===== config.mk =====
export PLATFORM = sky130hd
export DESIGN_NAME = serial_add_ctrl
export DESIGN_NICKNAME = d
export VERILOG_FILES = /design/src/rtl/serial_add_pkg.sv /design/src/rtl/addbit.sv /design/src/rtl/serial_add_ctrl.sv
export SDC_FILE = /design/constraint.sdc
export NUM_CORES = 1
export LEC_CHECK = 0
export BUFFER_PORTS_ARGS = -buffer_cell sky130_fd_sc_hd__buf_2
export CAP_MARGIN = 20
export CORE_UTILIZATION = 39
export DETAILED_ROUTE_END_ITERATION = 6
export GPL_TIMING_DRIVEN = 0
export SYNTH_ARGS = -nofsm -noshare
export SYNTH_HDL_FRONTEND = slang
export SYNTH_SLANG_ARGS = --single-unit

===== constraint.sdc =====
create_clock -name clk -period 2.3 [get_ports clk]
set_input_delay 0.46 -clock clk [delete_from_list [all_inputs] [get_ports clk]]
set_output_delay 0.46 -clock clk [all_outputs]
set_load 0.05 [all_outputs]

===== src/rtl/serial_add_pkg.sv =====
// Shared types and constants for the bit-serial adder controller.
package serial_add_pkg;

    localparam int DEFAULT_WIDTH = 8;

    typedef enum logic [1:0] {
        IDLE  = 2'd0,
        SHIFT = 2'd1,
        DONE  = 2'd2
    } state_e;

endpackage


===== src/rtl/addbit.sv =====
// Gate-level 1-bit full adder; the only arithmetic element on the serial data path.
module addbit (
    input  logic a,
    input  logic b,
    input  logic ci,
    output logic sum,
    output logic co
);

    logic ab_x;
    logic ab_a;
    logic cx_a;

    xor g_x0 (ab_x, a, b);
    xor g_x1 (sum, ab_x, ci);
    and g_a0 (ab_a, a, b);
    and g_a1 (cx_a, ab_x, ci);
    or  g_o0 (co, ab_a, cx_a);

endmodule


===== src/rtl/serial_add_ctrl.sv =====
// Bit-serial adder: one full adder walks A/B LSB-first over WIDTH cycles,
// then publishes result, carry-out and signed overflow together.
module serial_add_ctrl
    import serial_add_pkg::*;
#(
    parameter int WIDTH = DEFAULT_WIDTH
) (
    input  logic             clk,
    input  logic             rst_n,
    input  logic             start,
    input  logic [WIDTH-1:0] opa,
    input  logic [WIDTH-1:0] opb,
    input  logic             cin,
    output logic             busy,
    output logic             done,
    output logic [WIDTH-1:0] result,
    output logic             cout,
    output logic             ovf
);

    localparam int            CW   = $clog2(WIDTH + 1);
    localparam logic [CW-1:0] LAST = CW'(WIDTH - 1);

    state_e           state_q, state_d;
    logic [WIDTH-1:0] a_q, a_d;
    logic [WIDTH-1:0] b_q, b_d;
    logic [WIDTH-1:0] sh_q, sh_d;
    logic [WIDTH-1:0] result_q, result_d;
    logic [CW-1:0]    cnt_q, cnt_d;
    logic             c_q, c_d;
    logic             cout_q, cout_d;
    logic             ovf_q, ovf_d;

    logic             fa_sum;
    logic             fa_co;
    logic [WIDTH-1:0] sh_next;

    addbit u_addbit (
        .a   (a_q[0]),
        .b   (b_q[0]),
        .ci  (c_q),
        .sum (fa_sum),
        .co  (fa_co)
    );

    // Sum bits enter at the MSB so after WIDTH shifts bit 0 sits at the LSB.
    generate
        if (WIDTH == 1) begin : g_sh_w1
            assign sh_next = fa_sum;
        end else begin : g_sh_wn
            assign sh_next = {fa_sum, sh_q[WIDTH-1:1]};
        end
    endgenerate

    always_comb begin
        state_d  = state_q;
        a_d      = a_q;
        b_d      = b_q;
        sh_d     = sh_q;
        result_d = result_q;
        cnt_d    = cnt_q;
        c_d      = c_q;
        cout_d   = cout_q;
        ovf_d    = ovf_q;

        case (state_q)
            SHIFT: begin
                a_d   = a_q >> 1;
                b_d   = b_q >> 1;
                c_d   = fa_co;
                sh_d  = sh_next;
                cnt_d = cnt_q + CW'(1);
                if (cnt_q == LAST) begin
                    // c_q here is the carry into the MSB position.
                    state_d  = DONE;
                    result_d = sh_next;
                    cout_d   = fa_co;
                    ovf_d    = fa_co ^ c_q;
                end
            end
            IDLE, DONE: begin
                if (start) begin
                    state_d = SHIFT;
                    a_d     = opa;
                    b_d     = opb;
                    c_d     = cin;
                    sh_d    = '0;
                    cnt_d   = '0;
                end else begin
                    state_d = IDLE;
                end
            end
            default: state_d = IDLE;
        endcase
    end

    always_ff @(posedge clk or negedge rst_n) begin
        if (!rst_n) begin
            state_q  <= IDLE;
            a_q      <= '0;
            b_q      <= '0;
            sh_q     <= '0;
            result_q <= '0;
            cnt_q    <= '0;
            c_q      <= 1'b0;
            cout_q   <= 1'b0;
            ovf_q    <= 1'b0;
        end else begin
            state_q  <= state_d;
            a_q      <= a_d;
            b_q      <= b_d;
            sh_q     <= sh_d;
            result_q <= result_d;
            cnt_q    <= cnt_d;
            c_q      <= c_d;
            cout_q   <= cout_d;
            ovf_q    <= ovf_d;
        end
    end

    assign busy   = (state_q == SHIFT);
    assign done   = (state_q == DONE);
    assign result = result_q;
    assign cout   = cout_q;
    assign ovf    = ovf_q;

endmodule

==> flow_summary_export.csv <==
group,metric,value,unit
run_status,status,"finished clean",
yosys,syn_nets,164,
detailed_routing,drtIter0Drc,89,
timing,fmax,510.3,MHz
clocking,ctsResizeCount,0,
global_routing,grtUsageTotal,0.1557,
critical_path,r2r_cells,5,
place,hpwl,2414,um
yosys,synthSimpleGateAreaFrac,0.09382,
critical_path,worstPathArrival,1500,ps
critical_path,r2r_slack,730,ps
timing,final-setup-viol-count,0,
finish,layout.cells.non_filler,233,
floorplanning,ioPinCount,32,
timing,worst_slack,340.5,ps
clocking,hold_buffers,0,
finish,diodes,0,
yosys,yosysTopAreaCell,"dfrtp_1",
yosys,synth_area,1800,um^2
global_routing,grt_first_pass_wirelength,5885,um
finish,final_area,2111,um^2
finish,fill_cells,401,
critical_path,critical_path_required,1840,ps
floorplanning,die_w,69.95,um
yosys,ys_ff_latch,40,
yosys,synthCells,142,
yosys,syn_avg_cell_area,12.68,um^2
detailed_routing,drcViolationCount,0,
detailed_routing,ant_nets,0,
timing,drv_slew,0,
timing,tightest_slew,877.1,ps
floorplanning,core_area,4384,um^2
finish,final_core_util,0.4815,
critical_path,cp_cell_sequence,"buf_4, clkbuf_1, nor2b_1, buf_2",
critical_path,crit_fanout,10,
yosys,synthMostInstantiatedCell,"dfrtp_1",
floorplanning,initial_core_util,0.4107,
flow_run,maxCapViolCount,0,
timing,rsz0062_at_grt,"no",
critical_path,reg2reg_to,"ovf$_DFFE_PN0P_",
detailed_routing,vias_per_cell,5.176,
global_routing,grt_overflow,0,
yosys,ys_seq_area_frac,0.5559,
finish,fin_nets,202,
detailed_routing,vias,1206,
power,ir_drop,470.1,uV
finish,area_delta_synth_final,17.23,%
floorplanning,die_height,69.95,um
timing,finalCritPeriodShare,0.8520,
yosys,ys_warn_count,0,
power,p_total,3.165,mW
floorplanning,placement_rows,24,
yosys,synth.distinct_cells,25,
yosys,synth_top_area_frac,0.5559,
global_routing,grt_max_degree,41,
place,dpl_worst_slack,637.8,ps
yosys,synth_edf_count,0,
yosys,synth_top_family_by_area,"multiplexers",
critical_path,timing.rr.start,"state_q[1]$_DFFE_PN0P_",
place,dp.cells,225,
yosys,synth-compound-area-share,0.1015,
finish,drive_gt1_frac,0.3204,
clocking,insertion_delay,280,ps
clocking,clk_pin_slew_worst_paths,70,ps
clocking,cts-root-buf,"clkbuf_8",
global_routing,antenna_found_initial,0,
place,place.gp.congestion,0.7801,
critical_path,path_class,"reg2out",
timing,finalHoldViolCount,0,
yosys,synth_xor_xnor_area_share,0.009729,
critical_path,end_kind,"primary output",
clocking,cts_max_level,2,
yosys,ys.flop_type,"dfrtp_1",
yosys,synthAdderAreaFrac,0.01807,
timing,fin_tns_setup,0,ps
timing,whs,293.1,ps
yosys,async_reset_ff_frac,1.000,
finish,ff_latch_area,1001,um^2
power,powerDensity,1500,nW/um^2
critical_path,crit_slowest_cell,"dfrtp_1",
timing,slew_headroom,0.4152,
clocking,tritoncts,"built",
yosys,muxShareOfSynthArea,0.1814,
yosys,synthTopCellsByArea,"dfrtp_1 (56%), mux2i_1 (10%), mux2_4 (7.5%)",
place,post_dp_cell_area,2021,um^2
yosys,synth.top_cells.by_count,"dfrtp_1 (40), mux2i_1 (18), nand3_1 (18), o21ai_0 (18), a22o_1 (10)",
clocking,cts_setup_buffers,0,
clocking,cts.path.max_buffers,2,
detailed_routing,wirelength,3448,um
detailed_routing,first_pass_iters,4,
clocking,clock-sinks,40,
timing,fin_skew,2.785,ps
critical_path,max_stage_delay,360,ps
clocking,cts_made_buffers,5,
global_routing,grt_pass1_vias,1235,
worst_hold_path,hold_path_class,"in2async",
detailed_routing,wl_per_cell,14.80,um
timing,finalCriticalPeriod,1960,ps
power,p_leak,1.045,nW
finish,multiInputGateArea,728.2,um^2
critical_path,setup.worst_path.start_class,"flip-flop",
floorplanning,die_area,4892,um^2
place,io_buffers,31,
==> flip-flops by register name (all words and copies together) (netlist names) <==
name	cells
state_q	2
a_q	8
cnt_q	4
cout	1
ovf	1
result	8
c_q	1
sh_q	7
b_q	8
==> where the power goes <==
part	total (mW)	switching, mW	internal (mW)
Combinational	1.48	0.881	0.603
Sequential	1.21	0.198	1.01
Clock	0.471	0.226	0.245
Total	3.17	1.31	1.86
==> critical path: cells and delay by family, from the launching register on <==
| family | cells | cell delay (ps) |
|---|---|---|
| simple gates | 1 | 170 |
| buf+inv | 3 | 680 |
| flops | 1 | 360 |
==> layer usage <==
metal  vias up  routed length (um)  GRT usage  share of wire
met4         0                  41    0.05778          0.012
li1        582                   -          -              -
met5         -                   0          0              0
met1       586                1649     0.2100           0.48
met3         5                 157    0.05483          0.046
met2        33                1600     0.2308           0.46
==> logic make-up (layout without fill, tap and decap cells) <==
logic type	after synthesis	count (layout)
compound gates	29	29
flops	40	40
xor+xnor	2	2
mux	28	28
fa+ha+maj	2	2
simple gates	29	29
buf+inv	12	51
==> layout by cell type, fill, tap and decap left out <==
cell type  synthesis  final
a22o_1            10     10
buf_2              5     36
buf_4              1      1
buf_6              2      2
clkbuf_1           2      4
clkbuf_2           1      1
clkbuf_8           0      6
dfrtp_1           40     40
fa_1               1      1
ha_1               1      1
inv_1              1      1
mux2_2             1      1
mux2_4             9      9
mux2i_1           18     18
nand2_1            2      2
nand2b_1           1      1
nand2b_4           1      1
nand3_1           18     18
nand4b_1           1      1
nor2_1             2      2
nor2b_1            3      3
nor3_4             1      1
o21ai_0           18     18
o21ai_1            1      1
xnor2_1            1      1
xor2_1             1      1
==> worst max-delay path by stage <==
stage / cells after the start / to / slack, ps / start
2_1_floorplan: 3 / done / 400 / state_q[0]$_DFFE_PN0P_
3_3_place_gp: 4 / done / 670 / state_q[0]$_DFFE_PN0P_
3_5_place_dp: 4 / done / 640 / state_q[0]$_DFFE_PN0P_
4_1_cts: 4 / done / 320 / state_q[0]$_DFFE_PN0P_
5_1_grt: 4 / done / 220 / state_q[0]$_DFFE_PN0P_
6_report: 4 / done / 340 / state_q[0]$_DFFE_PN0P_
==> area by class of cell <==
class	instances	share of cell area
buffer	11	0.03201
clock buffer	8	0.04268
inverter	1	0.001778
multi-input combinational	90	0.3450
sequential	40	0.4742
tap	52	0.03082
timing repair buffer	31	0.07350
Power figures use the tool's default switching activity.
